$ cat src/rtl/param_seq_detector.sv
// ---------------------------------------------------------------------------
// param_seq_detector
//
// Runtime-programmable serial bit-pattern detector. Each bit accepted on x
// (qualified by x_valid) shifts into a history register. The newest pat_len
// bits are compared against pattern[pat_len-1:0]. pattern[pat_len-1] is the
// first bit of the sequence and pattern[0] is the last. A hit gives a
// registered one-cycle pulse on z. It also bumps a saturating match counter.
//
// Optional feature, macro SEQDET_MASK_EN:
//   When defined, the input pat_mask is added. Bits with pat_mask = 0 are
//   don't-care in the compare. When undefined, all pat_len bits are compared.
//
// Parameters:
//   MAX_LEN  maximum pattern length, 2..32
//   LEN_W    width of pat_len (2**LEN_W > MAX_LEN)
//   CNT_W    width of match_count
//
// Ports:
//   clk          rising-edge clock
//   reset        asynchronous active-low reset
//   x            serial data bit
//   x_valid      x is accepted on a rising edge only when high
//   pattern      pattern bits, MSB of the active window received first
//   pat_mask     (SEQDET_MASK_EN only) per-bit compare enable
//   pat_len      active pattern length
//   overlap      1 = overlapping matches, 0 = restart after each match
//   clear        synchronous clear of history, fill, counter and z
//   z            registered one-cycle match pulse
//   match_count  saturating match counter
//   cfg_err      registered flag, set while pat_len is outside 2..MAX_LEN
// ---------------------------------------------------------------------------
module param_seq_detector #(
  parameter int MAX_LEN = 8,
  parameter int LEN_W   = 4,
  parameter int CNT_W   = 16
) (
  input  logic               clk,
  input  logic               reset,
  input  logic               x,
  input  logic               x_valid,
  input  logic [MAX_LEN-1:0] pattern,
`ifdef SEQDET_MASK_EN
  input  logic [MAX_LEN-1:0] pat_mask,
`endif
  input  logic [LEN_W-1:0]   pat_len,
  input  logic               overlap,
  input  logic               clear,
  output logic               z,
  output logic [CNT_W-1:0]   match_count,
  output logic               cfg_err
);

  localparam logic [LEN_W-1:0] MAX_LEN_L = LEN_W'(MAX_LEN);
  localparam logic [LEN_W-1:0] MIN_LEN_L = LEN_W'(2);
  localparam logic [CNT_W-1:0] CNT_MAX   = '1;

  logic [MAX_LEN-1:0] hist_reg;
  logic [LEN_W-1:0]   fill_reg;
  logic [CNT_W-1:0]   count_reg;
  logic               z_reg;
  logic               cfg_err_reg;

  logic [MAX_LEN-1:0] hist_next;
  logic [LEN_W-1:0]   fill_inc;
  logic [MAX_LEN-1:0] len_mask;
  logic [MAX_LEN-1:0] cmp_mask;
  logic [MAX_LEN-1:0] miss_bits;
  logic               cfg_ok;
  logic               accept;
  logic               match_next;

  // A bit that arrives together with clear is dropped, because clear wins.
  assign accept = x_valid && !clear;

  assign cfg_ok = (pat_len >= MIN_LEN_L) && (pat_len <= MAX_LEN_L);

  assign hist_next = {hist_reg[MAX_LEN-2:0], x};

  // fill only needs to reach MAX_LEN. Any legal pat_len is already covered
  // at that point, so the counter stops there.
  assign fill_inc = (fill_reg == MAX_LEN_L) ? fill_reg : fill_reg + LEN_W'(1);

  // Compare window: the lowest pat_len bits of the post-shift history.
  generate
    for (genvar gi = 0; gi < MAX_LEN; gi++) begin : g_len_mask
      localparam logic [LEN_W-1:0] GI_L = LEN_W'(gi);
      assign len_mask[gi] = (GI_L < pat_len);
    end
  endgenerate

`ifdef SEQDET_MASK_EN
  assign cmp_mask = len_mask & pat_mask;
`else
  assign cmp_mask = len_mask;
`endif

  assign miss_bits = (hist_next ^ pattern) & cmp_mask;

  assign match_next = accept && cfg_ok && (fill_inc >= pat_len) &&
                      (miss_bits == '0);

  always_ff @(posedge clk or negedge reset) begin
    if (!reset) begin
      hist_reg    <= '0;
      fill_reg    <= '0;
      count_reg   <= '0;
      z_reg       <= 1'b0;
      cfg_err_reg <= 1'b0;
    end else begin
      cfg_err_reg <= !cfg_ok;
      if (clear) begin
        hist_reg  <= '0;
        fill_reg  <= '0;
        count_reg <= '0;
        z_reg     <= 1'b0;
      end else begin
        z_reg <= match_next;
        if (accept) begin
          hist_reg <= hist_next;
          // In non-overlap mode, a match restarts the fill count. The next
          // match then needs pat_len fresh bits. The history still shifts.
          fill_reg <= (match_next && !overlap) ? '0 : fill_inc;
        end
        if (match_next && (count_reg != CNT_MAX)) begin
          count_reg <= count_reg + CNT_W'(1);
        end
      end
    end
  end

  assign z           = z_reg;
  assign match_count = count_reg;
  assign cfg_err     = cfg_err_reg;

endmodule

$ cat config.mk
export PLATFORM = sky130hd
export DESIGN_NAME = param_seq_detector
export DESIGN_NICKNAME = d
export VERILOG_FILES = /design/src/rtl/param_seq_detector.sv
export SDC_FILE = /design/constraint.sdc
export NUM_CORES = 1
export LEC_CHECK = 0
export ABC_AREA = 1
export CAP_MARGIN = 20
export CELL_PAD_IN_SITES_DETAIL_PLACEMENT = 0
export CELL_PAD_IN_SITES_GLOBAL_PLACEMENT = 1
export CORE_MARGIN = 2
export CORE_UTILIZATION = 42
export CTS_BUF_LIST = sky130_fd_sc_hd__clkbuf_8
export CTS_CLUSTER_SIZE = 16
export DETAILED_ROUTE_END_ITERATION = 7
export PLACE_DENSITY = 0.9
export SETUP_SLACK_MARGIN = 0.2
export SYNTH_ARGS = -nofsm -noshare
export SYNTH_HDL_FRONTEND = slang
export SYNTH_SLANG_ARGS = --single-unit
$ cat constraint.sdc
create_clock -name clk -period 3.9 [get_ports clk]
set_input_delay 0.39 -clock clk [delete_from_list [all_inputs] [get_ports clk]]
set_output_delay 0.39 -clock clk [all_outputs]
set_load 0.02 [all_outputs]
; ---- Yosys cells after proc, flatten, opt, wreduce, memory -nomap -nowiden
; Index checks and enable logic that the tools add are counted.
[word_totals]
ff_bits = 29
out_inout_bits = 18
in_bits = 18
[classes]
reduce_logical = 13
n_lt_le_gt_ge = 11
mux = 9
bitwise = 2
n_eq_ne = 2
addsub = 2
[ops]
columns = operator, n
row1 = 16-bit two-way mux, 2
row2 = 16-bit by 1-bit adder with 16-bit output (second input constant), 1
row3 = 3-bit by 4-bit < comparator with 1-bit output (first input constant), 4
row4 = 4-bit two-way mux, 4
row5 = 16-bit inequality test (second input constant), 1
row6 = 7-bit two-way mux, 2
row7 = 8-bit bitwise AND, 1
row8 = 8-bit logical NOT, 1
row9 = 1-bit by 4-bit < comparator with 1-bit output (first input constant), 2
row10 = 2-bit by 4-bit < comparator with 1-bit output (first input constant), 2
row11 = 8-bit XOR, 1
row12 = 1-bit logical AND, 7
row13 = 4-bit by 1-bit adder with 4-bit output (second input constant), 1
row14 = 4-bit == test (second input constant), 1
row15 = 4-bit by 2-bit greater-or-equal comparator with 1-bit output (second input constant), 1
row16 = 4-bit greater-or-equal comparator, 1
row17 = 4-bit <= comparator (second input constant), 1
row18 = 2-bit nonzero test, 2
row19 = 1-bit logical NOT, 3
row20 = 1-bit two-way mux, 1

; ---- Depth between registers and ports, before layout
; Gate-level depths: netlist (run 1).
[depth]
word_depth = 9
depth_mapped = 16

; ---- Least setup slack after synthesis (run 1)
; Ideal clock, no wire load.
[synth_timing]
path_type = register to register
startpoint = register fill_reg[0]
endpoint = register count_reg[6] (netlist: match_count[6])
n_path_buf = 1
path_stages_with_launch = 15
arrival_time_ns = 1.953
required_time_ns = 3.835
period_less_slack_ns = 2.018
setup_slack_ns = 1.882
path_cell_list = dfrtp_1 -> inv_1 -> ha_1 -> nand2_1 -> nor2_1 -> xor2_1 -> ha_1 -> nand2_1 -> nor2_1 -> nand3b_1 -> nand2_1 -> nor2_4 -> buf_4 -> nand4_1 -> nand2_1
[synth_between]
elab_chain_len = 7
[synth_lines]
columns = element, line
row1 = "start, declared", 59  ; logic [LEN_W-1:0] fill_reg;
row2 = "start signal, assigned", 123  ; fill_reg <= (match_next && !overlap) ? '0 : fill_inc;
row3 = 4-bit by 1-bit adder with 4-bit output / 4-bit == test (equally long branches), 82  ; assign fill_inc = (fill_reg == MAX_LEN_L) ? fill_reg : fill_reg + LEN_W'(1);
row4 = 4-bit two-way mux *, 82
row5 = 4-bit greater-or-equal comparator *, 100  ; assign match_next = accept && cfg_ok && (fill_inc >= pat_len) &&
row6 = 1-bit logical AND * (2 in series), 100
row7 = 1-bit logical AND *, 125  ; if (match_next && (count_reg != CNT_MAX)) begin
row8 = 2-bit nonzero test (no line) *, -
row9 = "end signal, assigned", 126  ; count_reg <= count_reg + CNT_W'(1);
row10 = "end, declared", 60  ; logic [CNT_W-1:0] count_reg;
; Every way passes the cells marked *; elsewhere a longest branch is shown, timed or not.
; A chain may end at the register's enable or synchronous reset.

; ---- Final worst setup path (run 1)
[layout_timing]
startpoint = register fill_reg[0]
endpoint = register fill_reg[3]
[layout_between]
elab_chain_len = 9
[layout_lines]
columns = element, line
row1 = 4-bit by 1-bit adder with 4-bit output / 4-bit == test (equally long branches), 82
row2 = 4-bit two-way mux *, 82
row3 = 4-bit greater-or-equal comparator, 100
row4 = 1-bit logical AND (2 in series), 100
row5 = 1-bit logical AND, 123
row6 = 4-bit two-way mux *, 123
row7 = 4-bit two-way mux *, 119  ; if (accept) begin
row8 = 4-bit two-way mux *, 112  ; if (clear) begin
; Every way passes the cells marked *; elsewhere a longest branch is shown, timed or not. The select of a mux whose other input is x is not followed.

==> flow_metrics.py, run 1 <==
metrics = {
    "sta": {
        "tns_ps": 0,
        "fmax_mhz": 411.7,
        "fin_skew_ps": 9.680,
        "slew_viol_final": 0,
        "tightestPinTransition_ps": 428.9,
        "fin_crit_sh_pct": 62.29,
        "final-hold-violation-count": 0,
        "rsz0062_at_grt": "no",
        "fin_ws_ps": 1471,
        "slew_headroom_pct": 71.34,
        "finalSetupViolCount": 0,
        "layout_min_cycle_time_ps": 2429,
    },
    "yosys": {
        "muxShareOfSynthArea_pct": 0,
        "synth_fp_nets": 335,
        "yosys_warnings": 0,
        "syn_avg_cell_area_um2": 6.793,
        "synthSimpleGateAreaFrac_pct": 41.30,
        "synth_fa_ha_area_share_pct": 4.159,
        "ys_top_cells_by_area": "dfrtp_1, nand2_1, inv_1",
        "synth_area_leader_cell": "dfrtp_1",
        "synthTopCellsByCount": "nand2_1, inv_1, nand3_1, nor2_1, dfrtp_1",
        "synthesis.area_um2": 2106,
        "synth_cell_types": 24,
        "synth_top_area_share_pct": 34.46,
        "synthXorXnorAreaFrac_pct": 5.823,
        "synth-edff-count": 0,
        "synth_top_family_by_area": "simple AND/OR/NAND/NOR gates",
        "synth_ff_type": "dfrtp_1",
        "synth_sequential_area_ratio_pct": 34.46,
        "ys_async_sr_fraction_pct": 100.0,
        "yosysMostFrequentCell": "nand2_1",
        "ys_seq_elements": 29,
        "synth_compound_area_share_pct": 3.387,
        "syn_inst": 310,
    },
    "worst_setup_path": {
        "critPathRequiredTime_ps": 4070,
        "end_kind": "flop",
        "cp_slowest_stage_delay_ps": 430,
        "arrival_ps": 2590,
        "start_kind": "flop",
        "crit_path_max_fanout": 18,
        "critPathKind": "reg -> reg",
        "critical_path.most_common_cell": "nand2_1",
        "crit_slowest_cell": "dfrtp_1",
        "path_cells": "inv_1 > ha_1 > nand2_1 > nand3_1 > o21ai_0 > ha_1 > nand2_1 > nor2_1 > nand3b_1 > nand2_1 > nor2_4 > nand2_1 > nand2_1 > nand2_1",
    },
    "layout": {
        "largest_reg_flops": 16,
        "area_growth_pct": 23.29,
        "layoutNonFillerInstCount": 415,
        "layout.nets": 372,
        "finalInstanceArea_um2": 2596,
        "layout-drive-gt1-share_pct": 5.747,
        "diodes": 0,
    },
    "floorplan": {
        "std_cell_rows": 25,
        "core_um2": 4786,
        "fp.dieArea_um2": 5596,
        "start_util_pct": 44.00,
        "die_h_um": 74.81,
        "io_pins": 36,
        "fp.dieW_um": 74.81,
    },
    "outcome": {
        "status": "completed",
    },
    "detailed_routing": {
        "wl_um": 4713,
        "wl_per_cell_um": 11.36,
        "route.vias.total": 1984,
        "ant_nets": 0,
        "drc": 0,
        "first_iter_violations": 138,
        "vias_per_cell": 4.781,
        "first_pass_iters": 4,
    },
    "clock_network": {
        "cts_tree": "done",
        "ctsResizeCount": 0,
        "cts-hold-fix-buffers": 0,
        "htreeDepth": 2,
        "cts_root_buf": "clkbuf_8",
        "clockBufferDepth": 2,
        "path_clk_slew_ps": 70,
        "clk_latency_ps": 280,
        "cts_sinks": 29,
        "cts_setup_buffers": 0,
        "numCtsBuffers": 5,
    },
    "power": {
        "total_power_uw": 630.0,
        "p_per_area_nw_per_um2": 242.7,
        "leakagePower_uw": 0.001378,
        "clkPwrFrac_pct": 36.8,
        "p_int_uw": 463.3,
        "swShare_pct": 26.47,
        "max-vdd-ir-drop_v": 0.0001780,
        "p_comb_share_pct": 14.4,
        "p_seq_share_pct": 48.9,
        "p_switching_uw": 166.8,
    },
    "global_route": {
        "grt.total_usage_pct": 18.83,
        "antenna_found_initial": 0,
        "gr-total-overflow": 0,
        "grt_pass1_vias": 1836,
        "grt_pass1_wl_um": 8148,
        "grt_max_degree": 33,
    },
    "worst_hold_path": {
        "hp-class": "in -> async",
    },
    "placement": {
        "placed_cell_area_um2": 2514,
        "dp.cells": 407,
        "portBuffers": 35,
        "dp_hpwl_um": 3571,
        "gp_congestion": 0.8854,
        "pre_cts_slack_ps": 1223,
    },
    "flow_run": {
        "drv_cap": 0,
    },
}
[through the flow]
| step | utilization [%] | hold WS (ps) |
|---|---|---|
| 5_1_grt | 54.25 | 532.4 |
| 4_1_cts | 54.25 | 496.5 |
| 6_report | 54.25 | 488.9 |
| 3_5_place_dp | 52.52 | 538.9 |
| 2_1_floorplan | - | 94.41 |
| 3_3_place_gp | 52.52 | 526.5 |
[cell type report]
class	instances	area [µm²]
tap	67	83.83
inverter	50	187.7
fill	456	2190
multi-input combinational	224	1151
clock inverter	3	13.76
clock buffer	5	68.82
sequential	29	725.7
timing repair buffer	37	365.4
[cell usage in the layout (no fill, tap or decap), types with 2 or more instances in the layout]
cell type        count
clkbuf_8             5
nand2_2              2
xor2_1              14
nand3_1             32
nor2_1              30
clkinv_2             2
a21oi_1              3
buf_4                2
o22ai_1              7
nor2_2               2
dfrtp_1             29
clkdlybuf4s50_1     35
nand4_1             17
nor2_4               3
ha_1                 7
nand2_1            101
inv_1               50
nand3_4              2
[path summary, 6_finish.rpt]
check,from,endpoint,slack (ps),cells after the start
max in group asynchronous,reset,fill_reg[1]$_DFFE_PN0P_,3130,2
hold reg to reg,fill_reg[1]$_DFFE_PN0P_,fill_reg[1]$_DFFE_PN0P_,550,2
min in group clk,fill_reg[1]$_DFFE_PN0P_,fill_reg[1]$_DFFE_PN0P_,550,2
setup reg to reg,fill_reg[0]$_DFFE_PN0P_,fill_reg[3]$_DFFE_PN0P_,1470,14
setup / recovery,fill_reg[0]$_DFFE_PN0P_,fill_reg[3]$_DFFE_PN0P_,1470,14
hold / removal,reset,match_count[12]$_DFFE_PN0P_,490,2
[routing by layer]
| layer | wire length (µm) | up-vias | part of all wire [%] | GRT usage (%) |
|---|---|---|---|---|
| li1 | - | 1053 | - | - |
| met1 | 2462 | 899 | 52 | 25.59 |
| met2 | 2068 | 30 | 44 | 30.38 |
| met3 | 156 | 2 | 3.3 | 4.552 |
| met4 | 25 | 0 | 0.53 | 4.762 |
| met5 | 0 | - | 0 | 0 |
[cells by family (layout without fill, tap and decap cells)]
group,after synthesis,after routing
adders and majority gates,7,7
and+or+nand+nor,191,191
xor gates and xnor gates,14,14
DFF,29,29
AOI/OAI and AO/OA,12,12
buffers and inverters,57,95
[worst max-delay path, delay by kind of cell (launching register included)]
family	cells	cell delay, ps
buffers and inverters	1	80
AO/OA/AOI/OAI	1	140
adder cells (fa/ha/maj)	2	450
flip-flops	1	430
AND/OR/NAND/NOR	10	1220
[power groups by stage]
stage | clock [µW] | sequential, µW | combinational [µW]
finish | 232 | 308 | 90.5
global route | 254 | 308 | 104
CTS | 241 | 308 | 91.3
detailed placement | 0 | 313 | 91.0
global placement | 0 | 313 | 89.3
floorplan | 0 | 314 | 49.3
Power figures use the tool's default switching activity.
==> run 2, diff against run 1 <==
--- a/config.mk
+++ b/config.mk
@@ -10,11 +10,11 @@
 export CELL_PAD_IN_SITES_DETAIL_PLACEMENT = 0
 export CELL_PAD_IN_SITES_GLOBAL_PLACEMENT = 1
 export CORE_MARGIN = 2
-export CORE_UTILIZATION = 42
+export CORE_UTILIZATION = 39
 export CTS_BUF_LIST = sky130_fd_sc_hd__clkbuf_8
 export CTS_CLUSTER_SIZE = 16
 export DETAILED_ROUTE_END_ITERATION = 7
-export PLACE_DENSITY = 0.9
+export PLACE_DENSITY = 0.84
 export SETUP_SLACK_MARGIN = 0.2
 export SYNTH_ARGS = -nofsm -noshare
 export SYNTH_HDL_FRONTEND = slang
==> constraint.sdc (replaced) <==
create_clock -name clk -period 2.49 [get_ports clk]
set_input_delay 0.249 -clock clk [delete_from_list [all_inputs] [get_ports clk]]
set_output_delay 0.249 -clock clk [all_outputs]
set_load 0.02 [all_outputs]
==> run 2 against run 1 <==
Clock skew is 2.3 ps lower. Via count up 3.5%. First-iteration DRC count fell by 7.2%. Count of clock-buffer cells in the layout unchanged. Die area increased by 7.3%. Combinational power grew 69%. Design area grew 4.0%. Maximum frequency grew 14%. Critical path type unchanged. Critical endpoint is now match_count[2]$_DFFE_PN0P_. Largest power group unchanged.
==> flow_metrics.py, run 2 (synthesis results as in run 1) <==
metrics = {
    "power": {
        "total_power_uw": 1014,
        "p_seq_share_pct": 47.6,
        "leakagePower_uw": 0.001395,
        "swShare_pct": 27.97,
        "p_int_uw": 730.6,
        "max-vdd-ir-drop_v": 0.0001814,
        "p_per_area_nw_per_um2": 375.8,
        "p_switching_uw": 283.7,
        "p_comb_share_pct": 15.1,
        "clkPwrFrac_pct": 37.3,
    },
    "sta": {
        "final-hold-violation-count": 0,
        "finalSetupViolCount": 0,
        "slew_headroom_pct": 71.60,
        "fin_crit_sh_pct": 85.86,
        "fin_skew_ps": 7.378,
        "tightestPinTransition_ps": 424.4,
        "rsz0062_at_grt": "yes",
        "layout_min_cycle_time_ps": 2138,
        "tns_ps": 0,
        "fmax_mhz": 467.7,
        "slew_viol_final": 0,
    },
    "placement": {
        "portBuffers": 35,
        "gp_congestion": 0.8376,
        "dp_hpwl_um": 3661,
    },
    "clock_network": {
        "cts_root_buf": "clkbuf_8",
        "htreeDepth": 2,
        "path_clk_slew_ps": 70,
        "cts-hold-fix-buffers": 0,
        "cts_tree": "done",
        "clk_latency_ps": 280,
        "numCtsBuffers": 5,
        "clockBufferDepth": 2,
        "cts_sinks": 29,
    },
    "floorplan": {
        "std_cell_rows": 26,
        "start_util_pct": 40.71,
        "die_h_um": 77.48,
        "io_pins": 36,
        "fp.dieW_um": 77.48,
        "fp.dieArea_um2": 6003,
        "core_um2": 5172,
    },
    "worst_hold_path": {
        "hp-class": "in -> async",
    },
    "detailed_routing": {
        "ant_nets": 0,
        "drc": 0,
        "vias_per_cell": 4.867,
        "first_pass_iters": 4,
        "route.vias.total": 2054,
        "first_iter_violations": 128,
        "wl_per_cell_um": 12.28,
        "wl_um": 5184,
    },
    "outcome": {
        "status": "completed",
    },
    "layout": {
        "layout_commonest_cell": "nand2_1",
        "fillers": 520,
        "diodes": 0,
        "layout.nets": 376,
        "mostFrequentLayoutCells": "nand2_1, inv_1, clkdlybuf4s50_1, nor2_1, dfrtp_1",
        "largest_reg_flops": 16,
        "area_growth_pct": 28.16,
        "layout-drive-gt1-share_pct": 9.659,
        "fin_util_pct": 52.18,
    },
    "worst_setup_path": {
        "crit_start": "fill_reg[0]$_DFFE_PN0P_",
        "rr_worst_depth": 14,
        "crit_path_max_fanout": 17,
        "start_kind": "flop",
        "end_kind": "flop",
        "critPathRequiredTime_ps": 2710,
        "critPathKind": "reg -> reg",
        "rrSetupSlack_ps": 350,
        "timing.rr.end": "match_count[2]$_DFFE_PN0P_",
        "r2r_start": "fill_reg[0]$_DFFE_PN0P_",
        "arrival_ps": 2360,
    },
    "global_route": {
        "grt.total_usage_pct": 17.86,
        "gr-total-overflow": 0,
        "antenna_found_initial": 0,
        "grt_pass1_vias": 1779,
        "grt_pass1_wl_um": 8707,
        "grt_max_degree": 32,
    },
    "flow_run": {
        "drv_cap": 0,
    },
}
[run 2: layout make-up]
cell class / count / area (µm²) / share of cell area, %
multi-input cells: 225 / 1219 / 45.16
flip-flops and latches: 29 / 726.9 / 26.94
repair buffers: 40 / 395.4 / 14.65
inverters: 50 / 187.7 / 6.954
well taps: 70 / 87.58 / 3.245
clock buffers: 5 / 68.82 / 2.550
clock inverters: 3 / 13.76 / 0.5100
[run 2: worst max-delay path by stage]
stage          cells after the start                          end  slack (ps)
3_3_place_gp                      12  match_count[14]$_DFFE_PN0P_         250
3_5_place_dp                      12   match_count[2]$_DFFE_PN0P_         230
6_report                          14   match_count[2]$_DFFE_PN0P_         350
5_1_grt                           15  match_count[15]$_DFFE_PN0P_         170
2_1_floorplan                     14   match_count[6]$_DFFE_PN0P_         470
4_1_cts                           14  match_count[15]$_DFFE_PN0P_         250
[run 2: worst max-delay path, stage by stage, from the launching register on]
cell and delay [ps]:
dfrtp_2 410, inv_1 60, ha_1 190, nand2_1 80
nor2_1 50, xor2_1 150, ha_1 280, nand2_1 40
nor2_1 110, nand3b_1 120, nand2_1 90, nor2_4 130
buf_8 160, nand4_1 100, nand2_1 90
[run 2: through the flow]
stage	hold slack (ps)	cells	setup WS (ps)	cell area, µm²
2_1_floorplan	-46.59	310	472.0	2106
4_1_cts	363.6	420	251.7	2615
3_3_place_gp	521.9	412	247.4	2532
6_report	355.3	422	352.0	2699
3_5_place_dp	528.1	412	230.9	2532
5_1_grt	400.4	422	167.0	2699
[run 2: timing repair]
item                                    CTS  global route
gates resized for setup                   0            14
buffers inserted                          0             1
hold endpoints to repair                  0             0
endpoints found under the setup margin    0            16
[run 2: per-layer routing]
layer  track usage [%]  up-vias  share of wire [%]
met1             27.15      934                 52
met4             4.286        0               0.77
li1                  -     1066                  -
met2             25.65       50                 42
met3             3.721        4                4.6
met5                 0        -                  0
[run 2: power groups by stage]
stage / registers, µW / clock network (µW) / logic, µW
2_1_floorplan: 492 / 0 / 77.2
6_report: 482 / 379 / 153
5_1_grt: 483 / 412 / 175
4_1_cts: 482 / 390 / 146
3_3_place_gp: 491 / 0 / 143
3_5_place_dp: 491 / 0 / 145
